### src/rtl/conv_add2nd_ctrl.sv
// Sequencing controller for the second-stage adder layer of a conv engine:
// it gates the adder enables, tracks in-flight results and walks the output map.
module conv_add2nd_ctrl #(
  parameter int MAP_W   = 7,
  parameter int MAP_H   = 7,
  parameter int ADD_LAT = 2,
  localparam int ROW_W  = (MAP_H > 1) ? $clog2(MAP_H) : 1,
  localparam int COL_W  = (MAP_W > 1) ? $clog2(MAP_W) : 1
) (
  input  logic             clk,
  input  logic             rst,
  input  logic             start,
  input  logic             in_valid,
  output logic             in_ready,
  output logic             add_en,
  output logic             out_valid,
  input  logic             out_ready,
  output logic [ROW_W-1:0] out_row,
  output logic [COL_W-1:0] out_col,
  output logic             busy,
  output logic             done
);

  localparam int NPOS  = MAP_W * MAP_H;
  localparam int CNT_W = $clog2(NPOS + 1);

  typedef enum logic [1:0] {IDLE, RUN, DRAIN, DONE} state_e;

  state_e             state_q, state_d;
  logic [ADD_LAT-1:0] vld_q, vld_d, vld_shift;
  logic [CNT_W-1:0]   acc_q, acc_d;
  logic [ROW_W-1:0]   row_q, row_d;
  logic [COL_W-1:0]   col_q, col_d;
  logic               running, advance, accept, consume, last_acc, last_out;

  always_comb begin
    running  = (state_q == RUN) || (state_q == DRAIN);
    advance  = running && (!vld_q[ADD_LAT-1] || out_ready);
    accept   = advance && (state_q == RUN) && in_valid;
    consume  = running && vld_q[ADD_LAT-1] && out_ready;
    last_acc = (acc_q == CNT_W'(NPOS - 1));
    last_out = (row_q == ROW_W'(MAP_H - 1)) && (col_q == COL_W'(MAP_W - 1));
  end

  // vld[0] receives the accept flag; a single-stage adder has nothing to shift.
  if (ADD_LAT == 1) begin : g_vld1
    assign vld_shift = accept;
  end else begin : g_vldn
    assign vld_shift = {vld_q[ADD_LAT-2:0], accept};
  end

  always_comb begin
    state_d = state_q;
    acc_d   = acc_q;
    row_d   = row_q;
    col_d   = col_q;
    vld_d   = advance ? vld_shift : vld_q;

    if (consume) begin
      if (col_q == COL_W'(MAP_W - 1)) begin
        col_d = '0;
        row_d = (row_q == ROW_W'(MAP_H - 1)) ? '0 : row_q + 1'b1;
      end else begin
        col_d = col_q + 1'b1;
      end
    end

    unique case (state_q)
      IDLE: begin
        if (start) begin
          state_d = RUN;
          acc_d   = '0;
          row_d   = '0;
          col_d   = '0;
        end
      end
      RUN: begin
        if (accept) begin
          acc_d = acc_q + 1'b1;
          if (last_acc) state_d = DRAIN;
        end
      end
      DRAIN: begin
        if (consume && last_out) state_d = DONE;
      end
      DONE: state_d = IDLE;
      default: state_d = IDLE;
    endcase
  end

  always_ff @(posedge clk) begin
    if (rst) begin
      state_q <= IDLE;
      vld_q   <= '0;
      acc_q   <= '0;
      row_q   <= '0;
      col_q   <= '0;
    end else begin
      state_q <= state_d;
      vld_q   <= vld_d;
      acc_q   <= acc_d;
      row_q   <= row_d;
      col_q   <= col_d;
    end
  end

  assign add_en    = advance;
  assign in_ready  = advance && (state_q == RUN);
  assign out_valid = vld_q[ADD_LAT-1];
  assign out_row   = row_q;
  assign out_col   = col_q;
  assign busy      = (state_q != IDLE);
  assign done      = (state_q == DONE);

endmodule
### config.mk
export PLATFORM = sky130hd
export DESIGN_NAME = conv_add2nd_ctrl
export DESIGN_NICKNAME = d
export VERILOG_FILES = /design/src/rtl/conv_add2nd_ctrl.sv
export SDC_FILE = /design/constraint.sdc
export NUM_CORES = 1
export LEC_CHECK = 0
export CORE_MARGIN = 2
export CORE_UTILIZATION = 46
export CTS_BUF_LIST = sky130_fd_sc_hd__clkbuf_8 sky130_fd_sc_hd__clkbuf_16
export CTS_CLUSTER_SIZE = 8
export DETAILED_ROUTE_END_ITERATION = 16
export PLACE_DENSITY = 0.75
export SYNTH_ARGS = -nofsm -noshare
export SYNTH_HDL_FRONTEND = slang
export SYNTH_SLANG_ARGS = --single-unit
### constraint.sdc
create_clock -name clk -period 2.13 [get_ports clk]
set_clock_uncertainty 0.2 [all_clocks]
set_input_delay 0.213 -clock clk [delete_from_list [all_inputs] [get_ports clk]]
set_output_delay 0.213 -clock clk [all_outputs]
set_load 0.005 [all_outputs]
==> run summary, run 1 <==
The post-layout net count was 147. In this run the worst hold path is classified as reg -> reg. The setup slack after placement is -0.00244 ns.

The worst setup path is captured at a primary output. The logs give 0.297 for the met2 usage and 4 for the number of detailed-routing iterations run before antenna repair. After global routing, the most crowded layer is met2.

The number of sinks driven by the clock tree is 16, and the fraction of post-synthesis cell area in the top cell type by area is 0.346. Post-synthesis average cell area: 8.81 um2. The first global-routing pass estimated 3.51 mm of wire.

For the met1 track demand over resource, the log shows 0.253. Routability-driven placement finished with a final weighted congestion of 0.785. The headroom to the max-slew limit is 0.768, and the final total negative setup slack is 0 ns. The insertion delay to the later sink of the worst-skew pair is 0.25 ns. For the combined global-route utilization of all metal layers, the log shows 0.187. The sequential cell area fraction in the yosys report came out at 0.346.

The flow ran to the end, and the final reports show no timing, DRC or antenna violations. Area added between synthesis and finish: 36.3%. The tools report the area of all placed cells without fillers as 1260 um2. Cell type of the slowest stage on the worst timing path: sky130_fd_sc_hd__clkdlybuf4s50_1.

The time the worst path needs with I/O delays and setup was 2.06 ns. The number of buffers on the longest clock path came out at 2. VDD sags by at most 577 uV.

Detailed placement finished with a half-perimeter wire length of 1.58 mm. By instance count, the leading cell after synthesis is sky130_fd_sc_hd__dfxtp_1. Summed over all layers, the global routing overflow is 0.

For the achievable frequency, the log shows 0.485 GHz. The logs give 789 for the via count of the first global-routing pass and 10 for the maximum number of pins on one net before global-route repair. The run gives 0 as the count of pins over their slew limit.

Summed over all instances, the cell type with the most area after synthesis is sky130_fd_sc_hd__dfxtp_1. The type of element launching the critical path is a flip-flop. The fraction of registers with async set/reset is 0, and the routed via count is 892. By area the synthesized netlist is led by sky130_fd_sc_hd__dfxtp_1 (35%), sky130_fd_sc_hd__ha_1 (9.5%), sky130_fd_sc_hd__a21oi_1 (4.9%), sky130_fd_sc_hd__nor2_1 (3.7%), sky130_fd_sc_hd__a41oi_4 (3.0%).

During synthesis, Yosys emitted a total of 0 warnings. Synthesis inferred 16 register bits. By count the netlist is led by sky130_fd_sc_hd__dfxtp_1 (16), sky130_fd_sc_hd__a21oi_1 (9), sky130_fd_sc_hd__nor2_1 (9). The number of buffer cells added on primary ports is 15, and the maximum fanout along the worst path is 6.

The cell sitting at the root of the clock tree is a sky130_fd_sc_hd__clkbuf_8. Setup repair after global routing left no endpoint under its margin. The run gives 0 as the number of max-cap violations. The critical path in this run is classified as reg -> out. The final layout contains routed wiring with a total length of 2.20 mm. The number of nets in the synthesized netlist is 117. The floorplan step set the die height to 48.8 um. The fraction of final layout cells sized beyond drive strength 1 was 0.209. The period utilization was 0.969; the detail-routed via count per cell was 5.54.

The most used flip-flop cell after synthesis is sky130_fd_sc_hd__dfxtp_1. The detail route stage leaves a number of antenna-violating nets equal to 0. The mapped netlist covers 925 um2. Measured along the x axis, the die boundary spans 48.8 um. For this run, the slowest stage of the critical path takes 0.50 ns.

The run gives 36 as the number of distinct library cell variants in the gate-level netlist after synthesis. Yosys mapped a number of flops with a built-in enable equal to 0. The logs give 0.454 nW for the static leakage and 1 for the level count of the clock H-tree. The logs give 0.0337 for the met3 track utilization from global routing and 0 for the number of antenna repair diodes. Data arrives at the worst endpoint at 1.65 ns. The run gives 20 as the number of DRC markers in iteration 0.

After clock tree synthesis, the clock-pin slew on the worst setup and hold paths is 0.06 ns. Pin placement for this block handled 16 I/O pins. The cell count after synthesis came out at 105. The tools report the number of hold violations in the final report as 0. The number of hold buffers added after CTS was 0. The total cell area at the placement stage is 1180 um2, and the power density over cell area is 1040 nW/um2.

TritonCTS built the clock tree. Setup violations remaining at the end of the flow were counted as 0. The tools report the setup slack of the critical path after layout as 0.0661 ns. The worst path required time was 1.72 ns; the clock buffer count from CTS was 3. The region available for standard cell placement spans 1920 um2. The detail-routed net length per standard cell was 13.7 um; the initial core utilization was 0.481.

The tools report the die area as 2380 um2. For the pin with the worst max-slew slack, the measured transition is 0.344 ns. After detailed routing, the number of remaining DRC violations is 0. The initial antenna violation count is 0, and the row count is 16. The critical path goes through inv_1 > ha_4 > and2_1 > clkdlybuf4s50_1.
-- state kept, by name, indices dropped and copies added, names as in the netlist --
signal / cells
out_row: 3
state_q: 2
out_col: 3
vld_q: 2
acc_q: 6
-- path summary, 6_finish.rpt --
check                                start    endpoint  slack, ns  depth (start not counted)
worst max register to register  state_q[0]  state_q[0]       0.17                          6
worst min-delay path              acc_q[5]    acc_q[5]       0.30                          2
worst min register to register    acc_q[5]    acc_q[5]       0.30                          2
worst max-delay path            state_q[0]      add_en       0.07                          4
-- area by class of cell --
cell class              instances  area [um2]
clock buffers                   4        55.1
fillers                       174         662
inverters                       8        30.0
multi-input cells              79         583
flip-flops and latches         16         320
well taps                      27        33.8
repair buffers                 27         238
-- stage by stage --
step                total power (W)  instances   util  hold WS, ns
finish                      0.00131        161  0.656        0.299
global route                0.00140        161  0.656        0.307
CTS                         0.00129        160  0.652        0.294
detailed placement         0.000977        156  0.615        0.279
global placement           0.000953        156  0.615        0.271
floorplan                  0.000704        105      -       0.0854
-- routing by layer --
layer,up-vias,share of wire
li1,450,-
met1,416,0.50
met2,22,0.45
met3,4,0.038
met4,0,0.0095
met5,-,0
-- kinds of logic after synthesis --
kind of cell             count (synthesis)  share of synthesized area
AO/OA/AOI/OAI                           29                      0.241
adder cells (fa/ha/maj)                  7                     0.0947
buffers and inverters                   10                     0.0419
flip-flops                              16                      0.346
multiplexers                             2                     0.0217
AND/OR/NAND/NOR                         41                      0.254
-- repair_timing --
item | in CTS | in global routing
gates resized for setup | 3 | 2
pin swaps | 0 | 1
endpoints found under the setup margin | 2 | 1
buffers inserted | 0 | 1
-- layout by cell type (no fill, tap or decap), types with 2 or more instances in the layout --
master	synthesis	final
sky130_fd_sc_hd__o31ai_1	3	3
sky130_fd_sc_hd__nand2_1	7	7
sky130_fd_sc_hd__dfxtp_1	16	16
sky130_fd_sc_hd__inv_1	6	5
sky130_fd_sc_hd__buf_4	0	11
sky130_fd_sc_hd__a31oi_1	3	3
sky130_fd_sc_hd__a21boi_0	2	2
sky130_fd_sc_hd__ha_1	7	5
sky130_fd_sc_hd__nor2b_1	3	3
sky130_fd_sc_hd__or4_1	3	3
sky130_fd_sc_hd__inv_2	2	3
sky130_fd_sc_hd__nand3b_1	2	2
sky130_fd_sc_hd__clkdlybuf4s50_1	0	15
sky130_fd_sc_hd__nor2_1	9	9
sky130_fd_sc_hd__nor3_1	4	4
sky130_fd_sc_hd__a21oi_1	9	9
sky130_fd_sc_hd__nand4b_1	2	2
sky130_fd_sc_hd__o21ai_0	2	2
sky130_fd_sc_hd__and3_1	2	2
sky130_fd_sc_hd__clkbuf_8	0	4
sky130_fd_sc_hd__mux2i_1	2	2
sky130_fd_sc_hd__o41ai_1	2	2
sky130_fd_sc_hd__a211oi_1	2	2
-- power by group --
group / total, W / leakage, nW / internal, W / switching, W
Sequential: 0.000341 / 0.129 / 0.000324 / 0.0000162
Combinational: 0.000704 / 0.296 / 0.000358 / 0.000346
Clock: 0.000266 / 0.0288 / 0.000164 / 0.000102
-- worst max-delay path: cells and delay by family, from the launching register on --
family	cells	cell delay, ns
adders and majority gates	1	0.32
and+or+nand+nor	1	0.16
DFF	1	0.33
buffers and inverters	2	0.60
Power figures use the tool's default switching activity.
==> run 2: changes to the inputs <==
- SETUP_SLACK_MARGIN: not set -> 0.4
- SLEW_MARGIN: not set -> 10
==> run 2 against run 1 <==
Against the previous run:
- clock power about the same
- sequential share of layout area fell by 2.4 points
- clock-buffer cell count unchanged
- largest power group unchanged
- worst setup slack improved by 0.18 ns
- non-clock buffer count grew 8
- die area unchanged
- combinational power rose by 33%
- core utilization rose by 9.6 points
- critical path depth increased by 2
- largest cell class unchanged
==> run summary, run 2 (synthesis gave the netlist of run 1 again) <==
The run finished with clean final reports. The tools report the routed via count as 940 (+5.4%). The endpoint of the worst register-to-register path is acc_q[1]. The number of hold violations in the final report is 0 (unchanged), and the chip height is 48.8 um (unchanged).

The total length of routed met2 wires was 1.20 mm (+20%); the setup slack after placement was 0.133 ns (+0.135 ns). The post-layout net count is 155 (+5.4%), and the global-route wire length before repair is 4.13 mm (+17%). Detail-routed via count per cell: 5.56 (+0.39%). Combined global-route utilization of all metal layers: 0.223 (+0.0361). The logs give 0 (unchanged) for the count of pins over their slew limit and 0 (unchanged) for the number of max-cap violations.

The final total negative setup slack is 0 ns (unchanged), and the standard cell core area is 1920 um2 (unchanged). The path class of the tightest hold or removal check is reg -> reg. For the number of DRC markers in iteration 0, the log shows 18 (-10%). TritonCTS built the clock tree.

The run gives 0 (unchanged) as the initial antenna violation count. The worst hold path terminates at acc_q[5]. The run gives 0 (unchanged) as the number of setup violations in the final report.

The achievable frequency is 0.531 GHz (+9.5%), and the transition time at the pin with the least slew margin is 0.545 ns (+0.201 ns). The critical path capture point type was a flip-flop. Register name with the most flops: acc_q. The maximum number of pins on one net before global-route repair is 10 (unchanged), and the area of all placed cells without fillers is 1440 um2 (+15%).

The level count of the clock H-tree is 1 (unchanged). The total cell area at the placement stage came out at 1190 um2 (+0.74%). The most common library cell in the layout ignoring fill and taps was sky130_fd_sc_hd__buf_4. Setup repair after global routing could not meet its margin everywhere. The headroom to the max-slew limit came out at 0.636 (-0.132). The time the worst path needs with I/O delays and setup works out to 1.88 ns (-0.179 ns).

The length of routed met3 wiring was 92 um (+11%). The startpoint of the most critical register-to-register path was state_q[0]. The startpoint of the worst hold path is acc_q[5].

The tools report the total detailed-routing wirelength as 2.39 mm (+8.7%). The worst setup path is of the reg -> reg kind. The tools report the insertion delay to the later sink of the worst-skew pair as 0.25 ns (about the same). For the clock buffer count from CTS, the log shows 3 (unchanged). The largest stage delay on the critical path is 0.57 ns (+0.07 ns), and the number of sinks driven by the clock tree is 16 (unchanged).

The final routed DRC violation total was 0 (unchanged). The total global routing overflow was 0 (unchanged). The run gives 16 (unchanged) as the row count.

The fraction of final layout cells sized beyond drive strength 1 works out to 0.444 (+0.235). In this design, the largest share of critical-path delay is due to simple AND/OR/NAND/NOR gates. The critical path data arrival time was 1.82 ns (+0.17 ns). The number of antenna repair diodes was 0 (unchanged); the flip-flop count of the largest register, all copies and words added was 6 (unchanged). The static leakage is 0.553 nW (+22%). The total buffers and inverters traversed by the critical path came out at 1 (-1). The tools report the setup slack of the critical path after layout as 0.245 ns (+0.179 ns). The tools report the placer's final routability congestion estimate as 0.766 (-2.4%). The number of detailed-routing iterations run before antenna repair came out at 4 (unchanged). The worst path required time was 2.07 ns (+0.35 ns); the number of buffer cells added on primary ports was 15 (unchanged). Number of buffers on the longest clock path: 2 (unchanged). The tree is rooted in a sky130_fd_sc_hd__clkbuf_8. The width of the die came out at 48.8 um (unchanged). The top cell types in the final layout, fill and taps aside, are sky130_fd_sc_hd__buf_4 (18), sky130_fd_sc_hd__clkdlybuf4s50_1 (11), sky130_fd_sc_hd__nor2_1 (9), sky130_fd_sc_hd__dfxtp_1 (8). The maximum fanout along the worst path came out at 6 (unchanged).

Type of element launching the critical path: a flip-flop. The number of cells on the worst reg-to-reg path was 6 (unchanged). Number of top-level design ports: 16 (unchanged).

The run gives 0.751 (+0.0957) as the share of the core filled with cells. The remaining number of nets flagged by the antenna check after routing is 0 (unchanged). The clock-pin slew reported for the worst setup and hold paths after clock tree synthesis came out at 0.07 ns (about the same). The number of stages on the worst hold path works out to 2 (unchanged). The power density over cell area is 1080 nW/um2 (+3.9%), and the period utilization is 0.885 (-0.0840). The die area was 2380 um2 (unchanged); the half-perimeter wire length after placement was 1.40 mm (-11%).

Traced cell by cell, the critical path runs through inv_4 > ha_4 > nor2b_1 > or4b_4 > mux2i_1 > nor2_1. Uppermost metal layer occupied by signal nets: met4. From synthesis to final layout, the design area changed by 56.2%.

The peak ir drop on the vdd network is 840 uV (+46%), and the detail-routed net length per standard cell is 14.2 um (+3.5%). The worst reg-to-reg setup slack was 0.25 ns (+0.08 ns); the via count of the first global-routing pass was 960 (+22%). The cell type of the slowest stage on the worst timing path is sky130_fd_sc_hd__or4b_4.

The wire length on met1 is 1.04 mm (-5.1%), and the initial core utilization is 0.481 (unchanged).
## run 2: cell types whose count changed in the layout (fill, tap and decap cells not counted), sizes merged
cell	change
dlymetal6s2s	+1
buf	+10
dlygate4sd2	+1
clkdlybuf4s50	-4
## run 2: repair_timing
item	in CTS	in global routing
hold buffers	0	0
pin swaps	7	5
cloned	0	0
resized for setup	20	14
setup buffers	13	3
setup endpoints to repair	15	17
## run 2: per-stage QoR
| stage | hold WS, ns | instances | total power, W |
|---|---|---|---|
| after floorplan | 0.0783 | 105 | 0.000809 |
| after global placement | 0.273 | 149 | 0.00101 |
| after detailed placement | 0.281 | 149 | 0.00102 |
| after CTS | 0.290 | 166 | 0.00148 |
| after global routing | 0.322 | 169 | 0.00164 |
| final | 0.297 | 169 | 0.00156 |
## run 2: area by class of cell
cell class / count / area [um2]
Multi-Input combinational cell: 79 / 688
Fill cell: 135 / 478
Sequential cell: 16 / 333
Timing Repair Buffer: 35 / 299
Clock buffer: 4 / 55.1
Inverter: 8 / 35.0
Tap cell: 27 / 33.8
## run 2: worst max-delay path by stage
stage | start | to | slack, ns | cells past startpoint
detailed placement | out_ready | acc_q[4] | 0.13 | 5
CTS | state_q[1] | acc_q[0] | 0.26 | 6
finish | state_q[0] | acc_q[1] | 0.25 | 6
global placement | out_ready | add_en | 0.16 | 4
global route | state_q[1] | state_q[0] | 0.17 | 7
floorplan | state_q[0] | acc_q[1] | 0.31 | 7
## run 2: report_power, final
group	switching, W	internal, W	total [W]
logic	0.000431	0.000503	0.000934
registers	0.0000269	0.000332	0.000359
clock network	0.000104	0.000164	0.000268
total	0.000561	0.000999	0.00156
## run 2: worst min-delay path, delay by kind of cell, from the launching register on
kind / cells / cell delay (ns)
DFF: 1 / 0.33
AOI/OAI and AO/OA: 2 / 0.12
## run 2: layer usage
| layer | vias up | GRT usage |
|---|---|---|
| met5 | - | 0 |
| met4 | 0 | 0.119 |
| met3 | 8 | 0.0276 |
| met2 | 27 | 0.406 |
| met1 | 442 | 0.252 |
| li1 | 463 | - |
